## src/rtl/lane_pair_deser_pkg.sv

```systemverilog
// lane_pair_deser_pkg
//   Shared declarations for the two-lane deserializer:
//   - state_e     : output FSM states (EMPTY / FULL)
//   - WIDTH_DEF   : default bits per lane per word
//   - CNT_W_DEF   : default lane-disagreement counter width
//   - bcnt_w()    : width of the shared bit counter for a given WIDTH
package lane_pair_deser_pkg;

    typedef enum logic {
        EMPTY = 1'b0,
        FULL  = 1'b1
    } state_e;

    localparam int WIDTH_DEF = 8;
    localparam int CNT_W_DEF = 16;

    // Bit counter spans 0..WIDTH-1; WIDTH is at least 2 so this is never 0.
    function automatic int bcnt_w(input int width);
        return $clog2(width);
    endfunction

endpackage

```

## src/rtl/lane_shift.sv

```systemverilog
// lane_shift
//   One lane of LSB-first serial-to-parallel conversion.
//   Ports:
//     CLK, RESETN  : clock, synchronous active-low reset
//     load_i       : shift bit_i in this cycle
//     bit_i        : serial input bit
//     word_next_o  : the WIDTH-bit word formed by the stored bits plus bit_i
//                    (combinational, meaningful on the cycle a word completes)
//   Only WIDTH-1 bits are stored: on the completing cycle the oldest bit is
//   taken straight from storage into the word and then shifted out, so a
//   WIDTH-th storage bit would never be read.
module lane_shift
    import lane_pair_deser_pkg::*;
#(
    parameter int WIDTH = WIDTH_DEF
) (
    input  logic             CLK,
    input  logic             RESETN,
    input  logic             load_i,
    input  logic             bit_i,
    output logic [WIDTH-1:0] word_next_o
);

    logic [WIDTH-2:0] sr_q;
    logic [WIDTH-2:0] sr_d;

    // Newest bit enters at the MSB so the first bit received ends in the LSB.
    assign word_next_o = {bit_i, sr_q};

    // Next-state: shift only on a valid bit, otherwise hold the partial word.
    always_comb begin
        sr_d = sr_q;
        if (load_i) begin
            sr_d = word_next_o[WIDTH-1:1];
        end else begin
            sr_d = sr_q;
        end
    end

    // Shift register state.
    always_ff @(posedge CLK) begin
        if (!RESETN) begin
            sr_q <= {(WIDTH-1){1'b0}};
        end else begin
            sr_q <= sr_d;
        end
    end

endmodule

```

## src/rtl/lane_pair_deser.sv

```systemverilog
// lane_pair_deser
//   Collects two 1-bit serial lanes into WIDTH-bit words and presents them as
//   one 2*WIDTH-bit word on a valid/ready output. Upstream has no backpressure,
//   so a word completing while the output is stalled is dropped and flagged.
//   Optional feature macro: LANE_PAIR_DESER_MISMATCH_CNT_EN adds a saturating
//   count of valid cycles on which the two lanes disagree.
//   Ports:
//     CLK, RESETN     : clock, synchronous active-low reset
//     I0, I1, I_valid : serial lane bits and their qualifier
//     clear           : synchronous clear of overflow (and mismatch_count)
//     O_data          : {lane-1 word, lane-0 word}
//     O_valid/O_ready : output handshake
//     overflow        : sticky, a completed word was dropped
//     mismatch_count  : lane-disagreement count (macro only)
module lane_pair_deser
    import lane_pair_deser_pkg::*;
#(
    parameter int WIDTH = WIDTH_DEF
`ifdef LANE_PAIR_DESER_MISMATCH_CNT_EN
    ,
    parameter int CNT_W = CNT_W_DEF
`endif
) (
    input  logic               CLK,
    input  logic               RESETN,
    input  logic               I0,
    input  logic               I1,
    input  logic               I_valid,
    input  logic               clear,
    output logic [2*WIDTH-1:0] O_data,
    output logic               O_valid,
    input  logic               O_ready,
`ifdef LANE_PAIR_DESER_MISMATCH_CNT_EN
    output logic [CNT_W-1:0]   mismatch_count,
`endif
    output logic               overflow
);

    localparam int BW = bcnt_w(WIDTH);

    logic [BW-1:0]      bcnt_q;
    logic [BW-1:0]      bcnt_d;
    state_e             state_q;
    state_e             state_d;
    logic [2*WIDTH-1:0] data_q;
    logic [2*WIDTH-1:0] data_d;
    logic               ovf_q;
    logic               ovf_d;
    logic               done_s;
    logic               accept_s;
    logic [WIDTH-1:0]   word0_s;
    logic [WIDTH-1:0]   word1_s;

    lane_shift #(.WIDTH(WIDTH)) u_lane0 (
        .CLK         (CLK),
        .RESETN      (RESETN),
        .load_i      (I_valid),
        .bit_i       (I0),
        .word_next_o (word0_s)
    );

    lane_shift #(.WIDTH(WIDTH)) u_lane1 (
        .CLK         (CLK),
        .RESETN      (RESETN),
        .load_i      (I_valid),
        .bit_i       (I1),
        .word_next_o (word1_s)
    );

    assign done_s   = I_valid && (bcnt_q == BW'(WIDTH - 1));
    assign accept_s = (state_q == FULL) && O_ready;

    // Shared bit counter: advances on valid bits, wraps when a word completes.
    always_comb begin
        bcnt_d = bcnt_q;
        if (done_s) begin
            bcnt_d = {BW{1'b0}};
        end else if (I_valid) begin
            bcnt_d = bcnt_q + BW'(1'b1);
        end else begin
            bcnt_d = bcnt_q;
        end
    end

    // Output FSM, output register and sticky overflow next-state.
    always_comb begin
        state_d = state_q;
        data_d  = data_q;
        ovf_d   = ovf_q;
        case (state_q)
            EMPTY: begin
                if (done_s) begin
                    state_d = FULL;
                    data_d  = {word1_s, word0_s};
                end else begin
                    state_d = EMPTY;
                end
            end
            FULL: begin
                if (done_s && accept_s) begin
                    // Old word leaves on this edge, new one replaces it.
                    data_d = {word1_s, word0_s};
                end else if (done_s) begin
                    // Stalled: keep the pending word, lose the new one.
                    ovf_d = 1'b1;
                end else if (accept_s) begin
                    state_d = EMPTY;
                end else begin
                    state_d = FULL;
                end
            end
            default: begin
                state_d = EMPTY;
            end
        endcase
        // Clear wins over a drop in the same cycle.
        if (clear) begin
            ovf_d = 1'b0;
        end else begin
            ovf_d = ovf_d;
        end
    end

    // Counter, FSM, output data and overflow registers.
    always_ff @(posedge CLK) begin
        if (!RESETN) begin
            bcnt_q  <= {BW{1'b0}};
            state_q <= EMPTY;
            data_q  <= {(2*WIDTH){1'b0}};
            ovf_q   <= 1'b0;
        end else begin
            bcnt_q  <= bcnt_d;
            state_q <= state_d;
            data_q  <= data_d;
            ovf_q   <= ovf_d;
        end
    end

    assign O_valid  = (state_q == FULL);
    assign O_data   = data_q;
    assign overflow = ovf_q;

`ifdef LANE_PAIR_DESER_MISMATCH_CNT_EN
    logic [CNT_W-1:0] mcnt_q;
    logic [CNT_W-1:0] mcnt_d;

    // Saturating disagreement count; clear has priority over increment.
    always_comb begin
        mcnt_d = mcnt_q;
        if (clear) begin
            mcnt_d = {CNT_W{1'b0}};
        end else if (I_valid && (I0 != I1) && (mcnt_q != {CNT_W{1'b1}})) begin
            mcnt_d = mcnt_q + CNT_W'(1'b1);
        end else begin
            mcnt_d = mcnt_q;
        end
    end

    // Disagreement counter register.
    always_ff @(posedge CLK) begin
        if (!RESETN) begin
            mcnt_q <= {CNT_W{1'b0}};
        end else begin
            mcnt_q <= mcnt_d;
        end
    end

    assign mismatch_count = mcnt_q;
`endif

endmodule

```

## config.mk

```make
export PLATFORM = sky130hd
export DESIGN_NAME = lane_pair_deser
export DESIGN_NICKNAME = d
export VERILOG_FILES = /design/src/rtl/lane_pair_deser_pkg.sv /design/src/rtl/lane_shift.sv /design/src/rtl/lane_pair_deser.sv
export SDC_FILE = /design/constraint.sdc
export NUM_CORES = 1
export LEC_CHECK = 0
export ABC_AREA = 1
export CORE_UTILIZATION = 30
export CTS_CLUSTER_DIAMETER = 80
export DETAILED_ROUTE_END_ITERATION = 16
export SLEW_MARGIN = 20
export SYNTH_ARGS = -nofsm -noshare
export SYNTH_HDL_FRONTEND = slang
export SYNTH_SLANG_ARGS = --single-unit
```

## constraint.sdc

```tcl
create_clock -name CLK -period 3.2 [get_ports CLK]
set_input_delay 0.48 -clock CLK [delete_from_list [all_inputs] [get_ports CLK]]
set_output_delay 0.48 -clock CLK [all_outputs]
set_load 0.01 [all_outputs]
```

==> results.yml <==
sta:
  layout_min_cycle_time_ns: 1.66
  finalSetupTns_ns: 0
  finalHoldViolCount: 0
  fin_ws_ns: 1.54
  slew-limit-headroom_pct: 78.6
  setup_viol: 0
  clock-skew-final_ns: 0.00519
  max_freq_ghz: 0.604
  rsz0062_at_grt: "no"
  fin_crit_sh_pct: 51.7
  worst_pin_slew_ns: 0.321
  slew_viol_final: 0
power_and_ir_drop:
  vdd_drop_max_mv: 0.158
  power.density_mw_per_mm2: 490
  finalPower_w: 0.000849
  p_leak_nw: 0.689
clock_tree:
  cts_root_buf: "clkbuf_8"
  cts_sinks: 35
  tritoncts: "done"
  ctsLongestPathBuffers: 2
  clk_latency_ns: 0.28
  cts_resized: 0
  cts_setup_buffers: 0
  cts_buffers: 5
  ctsHoldBuffers: 0
  clk_pin_slew_ns: 0.07
  htree_levels: 2
finish:
  nets: 208
  post-route-cell-area_sq_mm: 0.00173
  layout-drive-gt1-share_pct: 6.00
  num_antenna_cells: 0
  layout_common_cells: "dfxtp_1, a21oi_1, clkdlybuf4s50_1"
  instances_no_fill: 252
  layout_commonest_cell: "dfxtp_1"
  area_delta_synth_final_pct: 24.0
floorplanning:
  initial_core_util_pct: 31.7
  core-area_sq_mm: 0.00441
  io_pins: 25
  fp.dieW_um: 70.3
  die_area_sq_mm: 0.00494
  rows: 24
  die_height_um: 70.3
synthesis:
  synth_compound_area_share_pct: 17.2
  synth_xor_area_share_pct: 0.626
  yosys.cell_types.count: 17
  ys_seq_elements: 35
  synthAdderAreaFrac_pct: 1.79
  avgSynthCellArea_sq_um: 7.86
  synth_top_cell_area_share_pct: 50.1
  syn-num-nets: 187
  yosys.area_share.simple_pct: 17.9
  ys_top_cells_by_area: "dfxtp_1, a21oi_1, nand2_1, nand3_1, inv_1"
  ys_seq_area_share_pct: 50.1
  synth_mux_area_share_pct: 0
  synth_top_family_by_area: "simple AND/OR/NAND/NOR gates"
  synth_top_area_cell: "dfxtp_1"
  syn_inst: 178
  yosysWarnings: 0
  mappedNetlistArea_sq_mm: 0.00140
detailed_routing:
  drt_drc_violations_left: 0
  dr.pass1.iters: 4
  wl_um: 2460
  dr_total_vias: 1123
  drt_iter0_markers: 81
  avgViaCountPerCell: 4.46
  postRouteAntennaNets: 0
  wl_per_cell_um: 9.76
global_routing:
  grt_pass1_wl_um: 4310
  grt_max_degree: 35
  grt_pass1_vias: 964
  grt_overflow: 0
  grt_usage_pct: 10.9
  antenna_found_initial: 0
worst_setup_path:
  reg2regPathDepth: 7
  r2r_setup_slack_ns: 1.81
  worst-endpoint-arrival_ns: 1.83
  rr_endpoint: "O_data[11]"
  required_ns: 3.37
  r2r_start: "bcnt_q[0]"
  endpoint_kind: "flop"
  slowest_delay_ns: 0.45
  crit_slowest_cell: "clkdlybuf4s50_1"
  cp-start-kind: "input port"
  cp_cell_sequence: "clkdlybuf4s50_1 > buf_4 > nand2_4 > inv_4 > nand3_1 > nand2_1 > nor2_1"
  worstPathMaxFanout: 34
  crit_type: "in2reg"
placement:
  place_inst: 244
  hpwl_um: 1530
  port_buffers: 24
  gp_congestion: 0.712
  dpl-instance-area_sq_mm: 0.00163
  place_ws_ns: 1.24
min_path:
  hold_start: "overflow"
  holdPathStages: 2
  hold_end: "overflow"
  hold_path_class: "reg2reg"
run:
  cap_violations: 0
outcome:
  outcome: "finished, final reports clean"
## critical path: cells and delay by family
kind / cells / cell delay [ns]
AND/OR/NAND/NOR: 4 / 0.34
buffers and inverters: 3 / 1.00
## kinds of logic (layout without fill, tap and decap cells)
kind of cell	count (synthesis)	count (layout)
adder cells (fa/ha/maj)	2	2
AND/OR/NAND/NOR	58	58
flip-flops	35	35
AO/OA/AOI/OAI	48	48
XOR/XNOR	1	1
buffers and inverters	34	56
## worst max path at each step
stage	start	endpoint	cells past startpoint
finish	I_valid	O_data[11]	7
global route	I_valid	O_data[11]	7
CTS	O_data[10]	O_data[10]	1
detailed placement	I_valid	O_data[11]	7
global placement	I_valid	O_data[9]	7
floorplan	bcnt_q[0]	O_data[14]	7
## sequential cells by signal, summed over array words and instances (netlist names)
signal and cells:
u_lane1.sr_q 7, bcnt_q 3, O_data 16, overflow 1, u_lane0.sr_q 7, O_valid 1
## routing by layer
metal | vias up | track usage, % | routed length (um)
li1 | 612 | - | -
met2 | 19 | 16.0 | 1060
met3 | 2 | 4.04 | 96
met1 | 490 | 14.2 | 1280
met4 | 0 | 4.67 | 22
met5 | - | 0 | 0
## power breakdown
group / total [W] / switching (W) / internal (W) / leakage [nW]
sequential: 0.000456 / 0.00000636 / 0.000450 / 0.285
clock: 0.000342 / 0.000145 / 0.000196 / 0.0515
combinational: 0.0000513 / 0.0000296 / 0.0000217 / 0.353
total: 0.000849 / 0.000181 / 0.000668 / 0.689
## cells in the mapped netlist
cell type  count
buf_2          7
buf_4          1
clkbuf_2       1
nor2_1        17
ha_1           2
dfxtp_1       35
inv_4          1
a21oi_1       34
or2_1          1
nand2_1       22
inv_1         20
buf_6          4
xnor2_1        1
nand3_1       16
o21ai_0       14
nand4_1        1
nand2_4        1
## area by class of cell
class,instances,area [sq um]
Inverter,21,81.3
Timing Repair Buffer,27,263
Fill cell,469,2680
Multi-Input combinational cell,109,524
Tap cell,52,65.1
Clock buffer,8,100
Sequential cell,35,701
## stage by stage
stage | hold slack, ns | utilization [%]
after floorplan | 0.441 | -
after global placement | 0.436 | 37.0
after detailed placement | 0.442 | 37.0
after CTS | 0.452 | 39.3
after global routing | 0.464 | 39.3
final | 0.449 | 39.3
No activity file was read; power rests on OpenSTA's default activity.
